`config.mk`:
```
export PLATFORM = sky130hd
export DESIGN_NAME = merger_stream
export DESIGN_NICKNAME = d
export VERILOG_FILES = /design/src/rtl/merger_stream.sv
export SDC_FILE = /design/constraint.sdc
export NUM_CORES = 1
export LEC_CHECK = 0
export CORE_MARGIN = 3
export CORE_UTILIZATION = 52
export DETAILED_ROUTE_END_ITERATION = 10
export GPL_TIMING_DRIVEN = 0
export PLACE_DENSITY_LB_ADDON = 0.2
export REMOVE_ABC_BUFFERS = 1
export SLEW_MARGIN = 20
export SYNTH_ARGS = -nofsm -noshare
export SYNTH_HDL_FRONTEND = slang
export SYNTH_SLANG_ARGS = --single-unit
```
`constraint.sdc`:
```
create_clock -name clock -period 17.6 [get_ports clock]
set_input_delay 2.64 -clock clock [delete_from_list [all_inputs] [get_ports clock]]
set_output_delay 2.64 -clock clock [all_outputs]
set_load 0.005 [all_outputs]
```
`src/rtl/merger_stream.sv`:
```
`default_nettype none
// ============================================================================
// Module      : merger_stream
// Description : RADIX-way streaming merger for an SpGEMM merge tree. Takes
//               RADIX sorted (coordinate, value) streams and emits a single
//               stream in ascending coordinate order through a registered,
//               back-pressurable output stage. Equal coordinates are either
//               summed into one output element (MERGER_ACCUMULATE=1) or
//               passed through one at a time in lane order (MERGER_ACCUMULATE=0).
//
// Ports       : clock      - sole clock, all state updates on rising edge
//               reset      - synchronous, active-low reset
//               in_valid   - per-lane element valid             [RADIX]
//               in_coord   - lane i at [i*COORD_BITS +: COORD_BITS]
//               in_value   - lane i at [i*VALUE_BITS +: VALUE_BITS]
//               in_last    - element is final one of its lane   [RADIX]
//               in_ready   - lane element consumed this cycle   [RADIX]
//               out_valid  - output element valid
//               out_coord  - merged coordinate
//               out_value  - value (sum when accumulated)
//               out_last   - final element of the merged round
//               out_ready  - downstream accepts output
//               busy       - some lane finished, round still open
//
// Revision    : 1.0 - initial release
// ============================================================================
module merger_stream #(
    parameter int MERGER_RADIX      = 4,
    parameter int MERGER_COORD_BITS = 8,
    parameter int MERGER_VALUE_BITS = 16,
    parameter int MERGER_ACCUMULATE = 1
) (
    input  logic                                      clock,
    input  logic                                      reset,
    input  logic [MERGER_RADIX-1:0]                   in_valid,
    input  logic [MERGER_RADIX*MERGER_COORD_BITS-1:0] in_coord,
    input  logic [MERGER_RADIX*MERGER_VALUE_BITS-1:0] in_value,
    input  logic [MERGER_RADIX-1:0]                   in_last,
    output logic [MERGER_RADIX-1:0]                   in_ready,
    output logic                                      out_valid,
    output logic [MERGER_COORD_BITS-1:0]              out_coord,
    output logic [MERGER_VALUE_BITS-1:0]              out_value,
    output logic                                      out_last,
    input  logic                                      out_ready,
    output logic                                      busy
);

    // ------------------------------------------------------------------
    // State
    // ------------------------------------------------------------------
    logic [MERGER_RADIX-1:0]      r_done;
    logic                         r_out_valid;
    logic [MERGER_COORD_BITS-1:0] r_out_coord;
    logic [MERGER_VALUE_BITS-1:0] r_out_value;
    logic                         r_out_last;

    // ------------------------------------------------------------------
    // Combinational datapath
    // ------------------------------------------------------------------
    logic [MERGER_COORD_BITS-1:0] w_coord [MERGER_RADIX];
    logic [MERGER_VALUE_BITS-1:0] w_value [MERGER_RADIX];
    logic [MERGER_RADIX-1:0]      w_active;
    logic [MERGER_RADIX-1:0]      w_eq;
    logic [MERGER_RADIX-1:0]      w_sel;
    logic [MERGER_RADIX-1:0]      w_done_next;
    logic [MERGER_COORD_BITS-1:0] w_min;
    logic [MERGER_VALUE_BITS-1:0] w_sum;
    logic                         w_all_valid;
    logic                         w_out_free;
    logic                         w_pop;
    logic                         w_round_end;

    assign w_active = ~r_done;

    // A lane that already delivered its last element never blocks a pop;
    // every still-active lane must present a head so the minimum is exact.
    assign w_all_valid = &(in_valid | r_done);
    assign w_out_free  = ~r_out_valid | out_ready;
    assign w_pop       = reset & w_all_valid & w_out_free;

    genvar gi;
    generate
        for (gi = 0; gi < MERGER_RADIX; gi++) begin : g_lane
            assign w_coord[gi] = in_coord[gi*MERGER_COORD_BITS +: MERGER_COORD_BITS];
            assign w_value[gi] = in_value[gi*MERGER_VALUE_BITS +: MERGER_VALUE_BITS];
            assign w_eq[gi]    = w_active[gi] && (w_coord[gi] == w_min);
        end
    endgenerate

    // Smallest head coordinate among active lanes. Starting from all-ones
    // keeps the maximum coordinate value selectable.
    always_comb begin
        w_min = '1;
        for (int i = 0; i < MERGER_RADIX; i++) begin
            if (w_active[i] && (w_coord[i] < w_min)) begin
                w_min = w_coord[i];
            end
        end
    end

    generate
        if (MERGER_ACCUMULATE != 0) begin : g_accumulate
            // Every lane at the minimum is consumed together.
            assign w_sel = w_eq;
        end else begin : g_first_only
            // Only the lowest-index lane at the minimum is consumed, so
            // duplicates leave in lane order across successive cycles.
            logic w_seen;
            always_comb begin
                w_sel  = '0;
                w_seen = 1'b0;
                for (int i = 0; i < MERGER_RADIX; i++) begin
                    if (w_eq[i] && !w_seen) begin
                        w_sel[i] = 1'b1;
                        w_seen   = 1'b1;
                    end
                end
            end
        end
    endgenerate

    // Sum wraps modulo 2^VALUE_BITS by construction of the accumulator width.
    always_comb begin
        w_sum = '0;
        for (int i = 0; i < MERGER_RADIX; i++) begin
            if (w_sel[i]) begin
                w_sum = w_sum + w_value[i];
            end
        end
    end

    assign w_done_next = r_done | (w_sel & in_last);
    assign w_round_end = &w_done_next;

    assign in_ready = w_pop ? w_sel : '0;

    // ------------------------------------------------------------------
    // Output register and per-lane end-of-stream flags
    // ------------------------------------------------------------------
    always_ff @(posedge clock) begin
        if (!reset) begin
            r_done      <= '0;
            r_out_valid <= 1'b0;
            r_out_coord <= '0;
            r_out_value <= '0;
            r_out_last  <= 1'b0;
        end else if (w_pop) begin
            r_out_valid <= 1'b1;
            r_out_coord <= w_min;
            r_out_value <= w_sum;
            if (w_round_end) begin
                // Closing the round clears all flags so the next round
                // begins on the following cycle with every lane active.
                r_out_last <= 1'b1;
                r_done     <= '0;
            end else begin
                r_out_last <= 1'b0;
                r_done     <= w_done_next;
            end
        end else if (out_ready) begin
            r_out_valid <= 1'b0;
            r_out_last  <= 1'b0;
        end
    end

    assign out_valid = r_out_valid;
    assign out_coord = r_out_coord;
    assign out_value = r_out_value;
    assign out_last  = r_out_last;
    assign busy      = |r_done;

endmodule
`default_nettype wire
```
=== Word level (Yosys, flattened, before mapping) ===
Index checks and enable logic that the tools add are counted.

* $add $sub $neg: 3
* $lt $le $gt $ge: 4
* Equality and inequality tests: 4
* Mux-type cells: 14
* Bitwise operators: 8
* Reductions and logical operators: 12

{| class="wikitable"
|+ Operator list
! operator !! count
|-
| $mux W16 || 4
|-
| $add A16 B16 Y16 || 3
|-
| $eq A8 B8 Y1 || 4
|-
| $mux W8 || 4
|-
| $lt A8 B8 Y1 || 3
|-
| $logic_and A1 B1 Y1 || 8
|-
| $lt A8 B8 Y1 const B || 1
|-
| $mux W4 || 2
|-
| $or A4 B4 Y4 || 2
|-
| $reduce_and A4 Y1 || 2
|-
| $and A4 B4 Y4 || 1
|-
| $mux W1 || 4
|-
| $not A4 Y4 || 1
|-
| $reduce_or A4 Y1 || 1
|-
| $and A1 B1 Y1 || 2
|-
| $reduce_bool A2 Y1 || 1
|-
| $not A1 Y1 || 1
|-
| $or A1 B1 Y1 || 1
|}

* Register bits after elaboration: 30
* Input bits: 107
* Output and inout port bits: 31
* Logic and storage cells: 50

=== Longest topological paths before layout ===
* Depth in word-level cells: 21
* Depth in mapped cells: 64

=== Worst setup path after synthesis ===
No wires, ideal clock.

* Path type: input-to-reg
* Start point: input in_coord[5]
* End point: register r_out_value[15], in the netlist out_value[15]
* Setup time: 0.118 ns
* Data arrival time: 13.501 ns
* Data required time: 17.482 ns
* Setup slack: 3.982 ns
* Stages on the path: 57
* Path buffers: 3
* Cells stage by stage: nor2_1 > ha_1 > a211oi_1 > o21ai_1 > nor2_1 > nand2_1 > o21ai_0 > ha_1 > a21o_1 > a21o_1 > a211o_1 > a21oi_1 > clkbuf_1 > nand4_1 > and2_1 > ha_1 > a21o_1 > a21oi_1 > (+21 left out) > o21ai_0 > a21oi_1 > nor2_1 > xnor2_1 > inv_1 > nor2_1 > a21o_1 > ha_1 > nor3_1 > o2111ai_1 > a31o_2 > a21oi_1 > o21ai_0 > xnor2_1 > a211oi_1 > and4_1 > o211ai_1 > o2111a_1

* Word-level cells in the longest chain between the ends: 21

{| class="wikitable"
|+ Ends and longest elaborated chain
! item !! RTL line !! RTL
|-
| from (decl) || 36 || <nowiki>input logic [MERGER_RADIX*MERGER_COORD_BITS-1:0] in_coord,</nowiki>
|-
| $lt A8 B8 Y1 || 95 || <nowiki>if (w_active[i] && (w_coord[i] < w_min)) begin</nowiki>
|-
| $logic_and A1 B1 Y1 || 95 ||
|-
| $mux W8 || 95 ||
|-
| $lt A8 B8 Y1 || 95 ||
|-
| $logic_and A1 B1 Y1 || 95 ||
|-
| $mux W8 || 95 ||
|-
| $lt A8 B8 Y1 || 95 ||
|-
| $logic_and A1 B1 Y1 || 95 ||
|-
| (+5 left out) || - ||
|-
| $logic_and A1 B1 Y1 || 86 || <nowiki>assign w_eq[gi] = w_active[gi] && (w_coord[gi] == w_min);</nowiki>
|-
| $mux W16 || 126 || <nowiki>if (w_sel[i]) begin</nowiki>
|-
| $add A16 B16 Y16 || 127 || <nowiki>w_sum = w_sum + w_value[i];</nowiki>
|-
| $mux W16 || 126 ||
|-
| $add A16 B16 Y16 || 127 ||
|-
| $mux W16 || 126 ||
|-
| $add A16 B16 Y16 || 127 ||
|-
| $mux W16 (*) || 126 ||
|-
| to (signal assigned) || 150 || <nowiki>r_out_value <= w_sum;</nowiki>
|-
| to (decl) || 54 || <nowiki>logic [MERGER_VALUE_BITS-1:0] r_out_value;</nowiki>
|}

Mark *: on every way between the ends. The rest lies on a longest branch, timed or not.
A chain may end at the register's enable or synchronous reset.

=== Worst setup path in the final report ===
Ends and elaborated chain as after synthesis.

==> results summary <==
The number of pins with negative max-slew slack in the final report is 0. Yosys attributes the largest share of cell area to sky130_fd_sc_hd__ha_1, sky130_fd_sc_hd__dfxtp_1, sky130_fd_sc_hd__a21oi_1, sky130_fd_sc_hd__xnor2_1, sky130_fd_sc_hd__o21ai_0. In the routed design, unresolved DRC markers number 0.

The number of setup buffers added after CTS came out at 0. The count of port buffers added during placement came out at 137. In the final routed layout, each cell accounts on average for around 20 um. The number of max-cap violations came out at 0. The detailed router put a total of 9140 um of wire on met1. The portion of total power attributed to combinational logic is 0.669. The number of synthesized register bits is 30. The global-route wire length before repair is ~35000 um. Entering global routing, the biggest net connects 38 pins. The data arrival at the endpoint of the critical path came out at 16.79 ns. The clock share of power is 0.189. The element type at the critical path start is an input pin. Counting cells, the worst reg-to-reg path comes to 57. The startpoint identified for the worst register-to-register timing path is r_done[0]$_SDFFE_PN0P_. The share of the clock period used by the worst path after layout came out at 0.943. The synthesized area per cell is between 7 and 8 um2. Counting distinct cell types in the post-synthesis netlist gives 88. The total routed wirelength is 21700 um. The signed area change from the synthesized netlist to the final layout came out at 28.1%. The clock latency on the worst-skew pair is 0.30 ns. The number of levels in the clock H-tree came out at 2. The initial core utilization came out at 0.536. The net switching power came out at 238 uW.

The share of total power dissipated in sequential elements is 0.142. Setup slack on the worst reg-to-reg path comes out at 3.11 ns. The number of sinks on the clock net came out at 30. The average vias per placed instance is 6.65. Tracing the worst setup path back leads to its startpoint at in_coord[5]. The sequential element share of the synthesized area is 0.102. The final hold violation count is 0.

The tightest slew margin relative to the limit is 0.386. TritonCTS built the clock tree. The CTS buffer count came out at 5. The last weighted congestion value of the routability-driven placer came out at 1.06. For this design the ratio of total power to cell area is about 66 mW/mm2.

The analysis attributes to cell leakage a power of ~3.4 nW. The initial antenna violation count came out at 0. The maximum fanout along the worst path came out at 15. Across all hold checks on the routed design, the worst slack comes to 0.461 ns.

The worst register-to-register path ends at out_value[15]$_SDFFE_PN0P_. The maximum count of clock buffers along a single path is 2. The total overflow left after global routing is 0.

Data on the critical path is required at its endpoint by 17.80 ns. The critical path start-end classification is in -> reg. The cell area reported after detailed placement is 0.00733 mm2.

During synthesis, Yosys emitted a total of 0 warnings. For this run, the leading register cell type out of synthesis is sky130_fd_sc_hd__dfxtp_1. The synthesized netlist occupies a cell area of 0.00586 mm2. The kind of end point of the critical path is a register. The library cell used as clock root buffer is sky130_fd_sc_hd__clkbuf_16. The worst hold path begins at out_coord[1]$_SDFFE_PN0P_. The share of total power consumed by net switching is 0.481. The count of antenna diodes in the layout is 0. On the critical path, the stage with the largest delay is an instance of sky130_fd_sc_hd__a21boi_0. The area inside the core boundary is 0.0109 mm2. In this run the top signal layer used is met4.

The maximum operating frequency is about 60 MHz. The total half-perimeter wirelength after legalization and detailed placement came out at 17200 um. The internal portion of the total power is 257 uW. The proportion of layout cells with a drive suffix above 1 is 0.0583.

The clock arrives with approximately 0.017 ns of skew. In this run the remaining antenna-violating nets after routing total 0. The delay contributed by the slowest stage of the critical path is 0.68 ns. The routed via count came out at around 7000. The met2 wire length is 9810 um. The synthesized netlist cell count is 812.

Counting flops with an async set or reset pin after synthesis yields a share of 0. For hold timing, the worst endpoint is out_coord[1]$_SDFFE_PN0P_. The quantity of hold-fixing buffers added after cts came out at 0.

Setup repair after global routing left no endpoint under its margin. The actual transition at the worst max-transition pin is 0.918 ns. The share of synthesized area in the top cell type comes to 0.139. The number of setup violations in the final report is 0. The final net count is between 1000 and 1500. The library cell used most frequently in the layout, excluding fill and tap cells, is sky130_fd_sc_hd__clkdlybuf4s50_1. The number of iterations in the first detailed-routing pass is 5. Counting flops with a built-in enable in the synthesized netlist gives 0. Across every metal layer, demand over resource in global routing totals 0.336. The area of the die came out at between 0.01 and 0.015 mm2. The starting DRC count in detailed routing is 767. The length of routed met3 wiring came out at around 2200 um.

The number of primary I/O pins is 138. Leaving out fill and tap cells, the most frequent cells in the layout are sky130_fd_sc_hd__clkdlybuf4s50_1, sky130_fd_sc_hd__a21oi_1, sky130_fd_sc_hd__nor2_1, sky130_fd_sc_hd__ha_1, sky130_fd_sc_hd__o21ai_0. The via count of the first global-routing pass is 6872. The number of rows created at floorplan is 38. After routing the design area is 0.00750 mm2. Across the VDD grid, the largest voltage drop is approximately 0.000062 V. The flow ran to the end, and the final reports show no timing, DRC or antenna violations. The worst path needs 16.59 ns of the cycle, external delays included. Counting instances, the worst hold path has a depth of 2. The tightest min-delay check is of the reg -> reg type. The die span in x is roughly 110 um. The clock-pin slew on the worst setup and hold paths is 0.07 ns. The largest total area in the synthesized netlist belongs to sky130_fd_sc_hd__ha_1. The y dimension of the die is 112 um.
[kinds of logic (layout without fill, tap and decap cells)]
| kind of cell | Yosys count | in the layout | synth area share |
|---|---|---|---|
| multiplexers | 6 | 6 | 0.0109 |
| AND/OR/NAND/NOR | 267 | 267 | 0.247 |
| buffers and inverters | 82 | 197 | 0.0583 |
| adder cells (fa/ha/maj) | 69 | 69 | 0.151 |
| XOR/XNOR | 43 | 43 | 0.0643 |
| AO/OA/AOI/OAI | 315 | 315 | 0.366 |
| flip-flops | 30 | 30 | 0.102 |
[worst max-delay path, delay by kind of cell]
kind / cells / cell delay, ns
compound gates: 30 / 7.49
simple gates: 13 / 2.92
buf+inv: 5 / 0.99
fa+ha+maj: 7 / 2.20
xor+xnor: 3 / 0.50
[sequential cells by signal, summed over array words and instances, names as in the netlist]
signal / count
out_last: 1
out_value: 16
out_valid: 1
r_done: 4
out_coord: 8
[worst max path at each step]
stage | to
floorplan | out_value[15]$_SDFFE_PN0P_
CTS | out_value[15]$_SDFFE_PN0P_
detailed placement | out_value[15]$_SDFFE_PN0P_
global route | out_value[15]$_SDFFE_PN0P_
global placement | out_value[15]$_SDFFE_PN0P_
finish | out_value[15]$_SDFFE_PN0P_
[per-stage QoR]
| step | total power, mW | utilization | TNS (ns) | std cells | worst slack [ns] |
|---|---|---|---|---|---|
| after global placement | 0.371 | 0.662 | -0.198 | 1055 | -0.198 |
| after floorplan | 0.277 | - | 0 | 778 | 3.15 |
| after global routing | 0.522 | 0.686 | 0 | 1067 | 0.0938 |
| after detailed placement | 0.388 | 0.670 | 0 | 1059 | 0.814 |
| after CTS | 0.482 | 0.684 | 0 | 1067 | 0.998 |
| final | 0.495 | 0.686 | 0 | 1067 | 1.01 |
[synth_stat cells, types with 8 or more instances]
library cell / number
sky130_fd_sc_hd__a211oi_1: 9
sky130_fd_sc_hd__a21o_1: 31
sky130_fd_sc_hd__a21oi_1: 94
sky130_fd_sc_hd__a31o_2: 8
sky130_fd_sc_hd__a31oi_1: 10
sky130_fd_sc_hd__and2_1: 25
sky130_fd_sc_hd__and3_1: 18
sky130_fd_sc_hd__buf_2: 9
sky130_fd_sc_hd__clkbuf_1: 20
sky130_fd_sc_hd__dfxtp_1: 30
sky130_fd_sc_hd__ha_1: 65
sky130_fd_sc_hd__inv_1: 48
sky130_fd_sc_hd__nand2_1: 45
sky130_fd_sc_hd__nand3_1: 18
sky130_fd_sc_hd__nand4_1: 18
sky130_fd_sc_hd__nor2_1: 65
sky130_fd_sc_hd__nor3_1: 26
sky130_fd_sc_hd__o211a_1: 11
sky130_fd_sc_hd__o211ai_1: 16
sky130_fd_sc_hd__o21ai_0: 52
sky130_fd_sc_hd__o21bai_1: 12
sky130_fd_sc_hd__xnor2_1: 30
sky130_fd_sc_hd__xor2_1: 13
[power groups by stage]
stage | sequential (mW) | clock [mW] | combinational, mW
floorplan | 0.0717 | 0 | 0.206
global placement | 0.0717 | 0 | 0.300
detailed placement | 0.0718 | 0 | 0.317
CTS | 0.0703 | 0.0933 | 0.319
global route | 0.0705 | 0.0950 | 0.357
finish | 0.0704 | 0.0937 | 0.331
[timing repair]
action | in CTS | in global routing
endpoints found under the hold margin | 0 | 0
setup endpoints to repair | 0 | 1
gates resized for setup | 0 | 4
[routing by layer]
metal / global-route usage / up-vias
met5: 0 / -
li1: - / 3305
met4: 0.116 / 0
met2: 0.536 / 403
met1: 0.460 / 3337
met3: 0.0566 / 52
[cell type report]
cell class                      count  area, um2
Multi-Input combinational cell    700       4960
Fill cell                         925       3430
Timing Repair Buffer              141       1430
Sequential cell                    30        601
Inverter                           48        180
Tap cell                          140        175
Clock buffer                        6        139
Clock inverter                      2       12.5
(Power assumes the default switching activity.)
